===== config.mk =====
export PLATFORM = sky130hd
export DESIGN_NAME = fetch_datapath
export DESIGN_NICKNAME = d
export VERILOG_FILES = /design/src/rtl/fetch_datapath.sv
export SDC_FILE = /design/constraint.sdc
export NUM_CORES = 1
export LEC_CHECK = 0
export CORE_UTILIZATION = 29
export DETAILED_ROUTE_END_ITERATION = 6
export PLACE_DENSITY_LB_ADDON = 0.12
export SLEW_MARGIN = 20
export SYNTH_ARGS = -nofsm -noshare
export SYNTH_HDL_FRONTEND = slang
export SYNTH_SLANG_ARGS = --single-unit

===== constraint.sdc =====
create_clock -name clk -period 1.3 [get_ports clk]
set_clock_uncertainty 0.15 [all_clocks]
set_input_delay 0.13 -clock clk [delete_from_list [all_inputs] [get_ports clk]]
set_output_delay 0.13 -clock clk [all_outputs]
set_load 0.01 [all_outputs]

===== src/rtl/fetch_datapath.sv =====
// Multicycle fetch datapath: PC, instruction register, memory-data and ALU-out registers,
// plus instruction field decode. Optional fetch counter enabled by FETCH_INSTR_COUNT_EN.
module fetch_datapath #(
  parameter int unsigned           DATA_WIDTH = 32,
  parameter logic [DATA_WIDTH-1:0] PC_RESET   = 32'h0040_0000
) (
  input  logic                  clk,
  input  logic                  reset,
  input  logic                  PC_Write,
  input  logic                  I_or_D,
  input  logic                  IR_Write,
  input  logic                  PC_Src,
  input  logic [DATA_WIDTH-1:0] ALU_Result,
  input  logic [DATA_WIDTH-1:0] Mem_Rd_Data,
  output logic [DATA_WIDTH-1:0] Mem_Addr,
  output logic [DATA_WIDTH-1:0] PC,
  output logic [DATA_WIDTH-1:0] Instr,
  output logic [5:0]            Op,
  output logic [5:0]            Funct,
  output logic [4:0]            Rs,
  output logic [4:0]            Rt,
  output logic [4:0]            Rd,
  output logic [DATA_WIDTH-1:0] Imm_Ext,
  output logic [DATA_WIDTH-1:0] Mem_Data_Reg,
  output logic [DATA_WIDTH-1:0] ALU_Out,
  output logic                  PC_Align_Err
`ifdef FETCH_INSTR_COUNT_EN
  ,
  output logic [31:0]           Instr_Count
`endif
);

  logic [DATA_WIDTH-1:0] pc_q, pc_d;
  logic [DATA_WIDTH-1:0] instr_q, instr_d;
  logic [DATA_WIDTH-1:0] mdr_q, mdr_d;
  logic [DATA_WIDTH-1:0] alu_out_q, alu_out_d;
  logic                  align_err_q, align_err_d;
  logic [DATA_WIDTH-1:0] pc_src_val;

  // PC_Src=1 selects the ALU result registered on the previous cycle.
  assign pc_src_val = PC_Src ? alu_out_q : ALU_Result;

  always_comb begin
    pc_d        = pc_q;
    align_err_d = align_err_q;
    instr_d     = instr_q;
    mdr_d       = Mem_Rd_Data;
    alu_out_d   = ALU_Result;
    if (PC_Write) begin
      pc_d = {pc_src_val[DATA_WIDTH-1:2], 2'b00};
      if (pc_src_val[1:0] != 2'b00) begin
        align_err_d = 1'b1;
      end
    end
    if (IR_Write) begin
      instr_d = Mem_Rd_Data;
    end
  end

  always_ff @(posedge clk) begin
    if (reset) begin
      pc_q        <= PC_RESET;
      instr_q     <= '0;
      mdr_q       <= '0;
      alu_out_q   <= '0;
      align_err_q <= 1'b0;
    end else begin
      pc_q        <= pc_d;
      instr_q     <= instr_d;
      mdr_q       <= mdr_d;
      alu_out_q   <= alu_out_d;
      align_err_q <= align_err_d;
    end
  end

`ifdef FETCH_INSTR_COUNT_EN
  logic [31:0] instr_count_q, instr_count_d;

  always_comb begin
    instr_count_d = instr_count_q;
    if (IR_Write) begin
      instr_count_d = instr_count_q + 32'd1;
    end
  end

  always_ff @(posedge clk) begin
    if (reset) begin
      instr_count_q <= '0;
    end else begin
      instr_count_q <= instr_count_d;
    end
  end

  assign Instr_Count = instr_count_q;
`else
  // Counter omitted in this build.
`endif

  always_comb begin
    Mem_Addr     = I_or_D ? alu_out_q : pc_q;
    PC           = pc_q;
    Instr        = instr_q;
    Mem_Data_Reg = mdr_q;
    ALU_Out      = alu_out_q;
    PC_Align_Err = align_err_q;
    Op           = instr_q[31:26];
    Rs           = instr_q[25:21];
    Rt           = instr_q[20:16];
    Rd           = instr_q[15:11];
    Funct        = instr_q[5:0];
    Imm_Ext      = {{(DATA_WIDTH-16){instr_q[15]}}, instr_q[15:0]};
  end

endmodule

Word level (Yosys, flattened, before mapping)
Cells that the tools add are included.

storage, ports and cells
  bits of input ports = 70
  output and inout bits = 220
  latch bits = 0
  memory bits (read-only) = 0
  memories kept = 0
  bits in writable memories = 0
  register bits = 127

cells by class
  mux-type cells = 2
  equal/unequal tests = 0
  reductions and logical operators = 2
  $lt $le $gt $ge = 0
  bitwise operators = 0
  add/subtract/negate cells = 0
  multipliers = 0
  shifts and indexed selects = 0
  div/mod/pow operators = 0

operators with widths
  cell                number
  $mux W32            2
  $reduce_and A2 Y1   1
  $reduce_bool A2 Y1  1

Logic depth before layout (Yosys ltp)
Gate-level depths: netlist (run 1).

  word-level depth = 3
  gate-level depth with buffers = 4
  depth with buffers taken out = 2

Least setup slack after synthesis (run 1)
OpenSTA, ideal clock, no wires.

  kind = register to output
  from = register instr_q[15] (netlist: Instr[15])
  to = output port Imm_Ext[16]
  arrival = 0.854 ns
  path slack = 0.166 ns
  data required time = 1.020 ns
  stages on the path, launching flop included = 2
  path buffers = 1
  path through = dfxtp_1 -> buf_4

RTL lines
  item                    line  RTL
  from (decl)             34    logic [DATA_WIDTH-1:0] instr_q, instr_d;
  from (signal assigned)  69    instr_q <= instr_d;
  to (decl)               23    output logic [DATA_WIDTH-1:0] Imm_Ext,

No word-level cell between the ends.

Worst setup path in the final report (run 1)
  from = register instr_q[15] (netlist: Instr[15])
  to = output port Imm_Ext[27]

No word-level cell between the ends.

==> flow_summary_export.csv, run 1 <==
group,metric,value,unit
layout,areaGrowthSynthToFinish,73.89,%
layout,finalInstanceArea,0.008825,mm^2
synth,ys_warn_count,0,
placement,place_congestion,0.7893,
synth,syn_area_per_cell,10.64,um^2
layout,utilization,51.38,%
synth,yosysUniqueCellTypes,21,
pwr,p_sw,2.717,mW
pwr,p_per_area,1259,mW/mm^2
timing,max_freq,703.7,MHz
run,drv_cap,0,
synth,syn_area,0.005075,mm^2
drt,avgViaCountPerCell,4.332,
global_route,overflow,0,
timing,rsz0062_at_grt,"true",
worst_setup_path,cp_data_arrival_time,1140,ps
drt,drt-total-wl,15.54,mm
drt,drtPass1Iterations,4,
global_route,grt_max_degree,54,
drt,drt-initial-drc-count,126,
die,core,0.01718,mm^2
timing,layout_setup_ws,-121.1,ps
drt,antenna_left,0,
worst_setup_path,rr_worst_depth,3,
min_path,min_path_type,"primary input to flop",
timing,fin_crit,1421,ps
pwr,p_int,8.390,mW
worst_setup_path,cp.required,1020,ps
die,die_w,134.3,um
die,die_h,134.3,um
drt,num_vias,4358,
timing,hold_violations,2,
layout,final_common_cell,"dfxtp_2",
cts,clock_latency,410,ps
worst_setup_path,critical_path.endpoint_type,"output port",
placement,post-place-ws,-301.6,ps
status,violations,"hold timing, setup timing",
status,status,"finished, violations left",
synth,synth_area_leader_cell,"dfxtp_1",
pwr,pwr-share-clk,43.0,%
placement,numPortBuffers,287,
synth,ys_seq_elements,127,
drt,drc,0,
synth,netlist_top_cells_area,"dfxtp_1 (50%), mux2i_1 (12%), buf_4 (10%)",
placement,placed_cell_area,0.008119,mm^2
pwr,p_leak,4.100,nW
cts,cts_buffers,17,
worst_setup_path,cp-startpoint,"Instr[15]",
timing,finalSetupViolCount,47,
global_route,grt_use_total,16.98,%
worst_setup_path,crit_type,"flop to output port",
pwr,ir_drop,0.8727,mV
worst_setup_path,critPathMaxFanout,10,
worst_setup_path,r2r_end,"PC[22]",
synth,yosysSeqAreaShare,50.10,%
cts,cts.reportedPaths.clkPinSlew,50,ps
cts,cts_tree,"done",
cts,h-tree-depth,4,
cts,cts_buffer_depth,2,
timing,maxSlewViolCount,0,
worst_setup_path,r2r_start,"ALU_Out[22]",
layout,layout-drive-gt1-share,53.01,%
drt,routedWlPerCell,15.44,um
die,die_area,0.01803,mm^2
synth,synth_top_area_share,50.10,%
die,io_pins,290,
global_route,grt_pass1_wl,23.53,mm
global_route,grt_pass1_vias,4406,
timing,fin_crit_sh,109.3,%
layout,antenna_cells,0,
die,initial_core_util,29.55,%
timing,fin_hold_ws,-8.220,ps
min_path,whs_path_depth,3,
die,rows,48,
synth,syn_inst,477,
worst_setup_path,r2r_setup_slack,60,ps
pwr,combPwrFrac,18.1,%
placement,hpwl,11.09,mm
min_path,hp-start,"PC_Write",
pwr,switching_share,24.46,%
pwr,seqPwrFrac,38.8,%
layout,fillers,1620,
worst_setup_path,startpoint_type,"flop",
layout,fin_nets,838,
global_route,antenna_found_initial,0,
cts,cts_sinks,127,
min_path,min_to,"PC[31]",
cts,clockRootBuffer,"clkbuf_16",
layout,final_cell_mix,"dfxtp_2 (81), buf_6 (75), nor2b_1 (65)",
-- worst max path at each step --
stage / to / slack, ps
3_5_place_dp: Mem_Addr[3] / -300
4_1_cts: Imm_Ext[17] / -150
2_1_floorplan: Imm_Ext[16] / 170
6_report: Imm_Ext[27] / -120
3_3_place_gp: Mem_Addr[3] / -250
5_1_grt: Mem_Addr[14] / -150
-- critical path, stage by stage (launching register included) --
cell and delay (ps):
dfxtp_4 360, buf_12 140, buf_4 130, buf_6 110
-- cell type report --
class / count / area [um^2] / area share, %
well taps: 225 / 281.5 / 3.190
clock buffers: 21 / 450.4 / 5.104
multi-input cells: 256 / 1966 / 22.27
inverters: 1 / 3.754 / 0.04254
repair buffers: 365 / 3321 / 37.63
clock inverters: 11 / 140.1 / 1.588
flip-flops and latches: 127 / 2663 / 30.17
-- synth_stat cells, drive strengths merged --
library cell and n:
nor3b 1, buf 83, nor2 61, conb 1, and2 2, a211o 1
nor2b 65, clkbuf 11, mux2 31, inv 1, mux2i 61, nand2b 1
o32ai 1, a211oi 29, nor3 1, dfxtp 127
-- state kept, by name, indices dropped and copies added (netlist names) --
signal / flops
Instr: 32
PC_Align_Err: 1
PC: 30
Mem_Data_Reg: 32
ALU_Out: 32
-- power groups by stage --
stage / clock [mW] / combinational, mW / sequential [mW]
after floorplan: 0 / 0.775 / 4.46
after global placement: 0 / 2.03 / 4.36
after detailed placement: 0 / 2.06 / 4.36
after CTS: 4.88 / 1.98 / 4.31
after global routing: 5.09 / 2.16 / 4.34
final: 4.78 / 2.02 / 4.31
-- metal layers --
layer	part of all wire (%)	track usage, %	vias up
met5	0	0	-
met4	2.8	7.928	0
met3	6.2	4.422	30
met2	51	30.31	166
met1	40	18.74	2053
li1	-	-	2109
-- what timing repair did --
action | CTS | global route
setup endpoints to repair | 218 | 149
hold buffers | 4 | 0
endpoints found under the hold margin | 28 | 0
buffers inserted | 7 | 2
gates resized for setup | 818 | 109
pin swaps | 1 | 3
cloned | 1 | 1
-- per-stage QoR --
step,total power [mW],TNS (ps),std cells
4_1_cts,11.17,-4988,1004
3_3_place_gp,6.391,-7349,960
2_1_floorplan,5.239,0,478
6_report,11.11,-3845,1006
3_5_place_dp,6.424,-8026,960
5_1_grt,11.60,-5452,1006
-- cells by family after synthesis --
family / after synthesis / share of synthesized area, %
compound gates: 31 / 4.635
buf+inv: 95 / 13.07
flops: 127 / 50.10
mux: 92 / 18.98
other cells: 1 / 0.07389
simple gates: 131 / 13.14
(Power assumes the default switching activity.)
==> run 2: changes to the inputs <==
--- a/config.mk
+++ b/config.mk
@@ -5,8 +5,10 @@
 export SDC_FILE = /design/constraint.sdc
 export NUM_CORES = 1
 export LEC_CHECK = 0
+export CORE_MARGIN = 3
 export CORE_UTILIZATION = 29
 export DETAILED_ROUTE_END_ITERATION = 6
+export DONT_BUFFER_PORTS = 1
 export PLACE_DENSITY_LB_ADDON = 0.12
 export SLEW_MARGIN = 20
 export SYNTH_ARGS = -nofsm -noshare
==> run 2 against run 1 <==
Wire length decreased by 20%. Die area increased by 6.0%. Sequential share of layout area increased by 12 points. Total power decreased by 12%. The flow still finishes with violations (hold timing, setup timing). Utilization down 14 points. Count of clock-buffer cells in the layout fell by 2. Register-to-register slack worse by 30 ps. Maximum frequency increased by 6.0%. Clock power down 5.0%. Critical path depth decreased by 2. Sequential cell count unchanged.
==> flow_summary_export.csv, run 2 (synthesis results as in run 1) <==
group,metric,value,unit
die,die_h,138.3,um
timing,hold_violations,62,
placement,numPortBuffers,0,
timing,rsz0062_at_grt,"true",
pwr,ir_drop,0.8266,mV
global_route,grt_pass1_vias,3560,
cts,h-tree-depth,4,
die,rows,47,
placement,place_congestion,0.7067,
drt,num_vias,3263,
worst_setup_path,cp.required,1020,ps
worst_setup_path,startpoint_type,"flop",
die,initial_core_util,30.07,%
worst_setup_path,worst-path-buf-inv,0,
global_route,antenna_found_initial,0,
worst_setup_path,critPathMaxFanout,3,
worst_setup_path,r2r_end,"Instr[4]",
min_path,min_to,"Instr[24]",
run,drv_cap,0,
timing,fin_crit_sh,103.2,%
global_route,grt_max_degree,129,
global_route,grt_use_total,13.03,%
min_path,min_path_type,"primary input to flop",
timing,fin_hold_ws,-353.3,ps
worst_setup_path,critPathTopFamily,"flip-flops",
die,die_w,138.3,um
cts,clockRootBuffer,"clkbuf_16",
drt,avgViaCountPerCell,4.570,
worst_setup_path,critical_path.endpoint_type,"output port",
worst_setup_path,crit_path_top_delay_cell,"dfxtp_2",
layout,layout-drive-gt1-share,30.16,%
drt,drc,0,
drt,routedWlPerCell,17.31,um
placement,hpwl,7.835,mm
layout,fillers,1655,
placement,post-place-ws,154.7,ps
worst_setup_path,critPathMaxStageDelay,350,ps
timing,max_freq,745.6,MHz
cts,cts_buffers,17,
timing,fin_crit,1341,ps
drt,drtPass1Iterations,4,
die,core,0.01688,mm^2
global_route,overflow,0,
timing,layout_setup_ws,-41.19,ps
min_path,whs_path_depth,1,
layout,antenna_cells,0,
status,status,"finished, violations left",
layout,fin_nets,553,
worst_setup_path,r2r_setup_slack,30,ps
timing,finalSetupViolCount,30,
global_route,grt_pass1_wl,19.94,mm
status,violations,"hold timing, setup timing",
worst_setup_path,critical_path_depth,1,
worst_setup_path,r2r_start,"Instr[4]",
layout,final_common_cell,"dfxtp_2",
die,io_pins,290,
cts,cts_buffer_depth,2,
worst_setup_path,cp_data_arrival_time,1060,ps
pwr,p_leak,2.721,nW
timing,maxSlewViolCount,0,
pwr,p_per_area,1563,mW/mm^2
layout,register_area,0.002643,mm^2
cts,cts.reportedPaths.clkPinSlew,50,ps
min_path,hp-start,"reset",
cts,ctsHoldBuffers,73,
drt,drt-total-wl,12.36,mm
die,die_area,0.01912,mm^2
worst_setup_path,rr_worst_depth,3,
timing,setup_tns,-684.8,ps
drt,drt-initial-drc-count,91,
cts,clock_latency,410,ps
cts,cts_tree,"done",
worst_setup_path,cp_cell_sequence,"mux2_4",
layout,areaGrowthSynthToFinish,23.30,%
drt,antenna_left,0,
layout,multi_input_area,0.001991,mm^2
layout,final_cell_mix,"dfxtp_2 (68), nor2b_1 (65), dlygate4sd3_1 (65)",
worst_setup_path,crit_type,"flop to output port",
cts,cts_sinks,127,
-- run 2: per-layer routing --
metal	routed length, um	track usage (%)	vias up	part of all wire, %
met5	0	0	-	0
met2	6248	22.76	159	51
met4	246	5.928	0	2.0
met1	4879	13.94	1561	39
met3	982	4.972	19	7.9
li1	-	-	1524	-
-- run 2: layout make-up --
cell class,count,share of cell area (%)
Sequential cell,127,42.23
Timing Repair Buffer,80,12.52
Inverter,1,0.05999
Multi-Input combinational cell,256,31.81
Clock inverter,11,1.900
Tap cell,220,4.399
Clock buffer,19,7.079
-- run 2: worst max path at each step --
stage | start | end
floorplan | Instr[15] | Imm_Ext[16]
global placement | ALU_Out[22] | PC[22]
detailed placement | ALU_Out[22] | PC[22]
CTS | PC[4] | Mem_Addr[4]
global route | PC[4] | Mem_Addr[4]
finish | PC[4] | Mem_Addr[4]
-- run 2: timing repair --
action | 4_1_cts | 5_1_grt
setup endpoints to repair | 52 | 60
gates cloned | 0 | 0
resized for setup | 99 | 12
endpoints found under the hold margin | 127 | 62
pin swaps | 1 | 3
setup buffers | 0 | 1
-- run 2: power by group --
group	internal [mW]	switching (mW)
Combinational	0.486	0.278
Sequential	4.16	0.316
Clock	2.84	1.70
-- run 2: per-stage QoR --
stage / hold WS, ps / utilization [%] / total power [mW] / instance area, um^2 / cells
5_1_grt: -384.2 / 37.07 / 10.24 / 6257 / 714
3_5_place_dp: 67.42 / 28.52 / 5.102 / 4813 / 618
6_report: -353.3 / 37.07 / 9.779 / 6257 / 714
2_1_floorplan: 108.2 / - / 5.239 / 5079 / 478
3_3_place_gp: 64.88 / 28.52 / 5.091 / 4813 / 618
4_1_cts: -375.5 / 37.38 / 9.962 / 6309 / 721
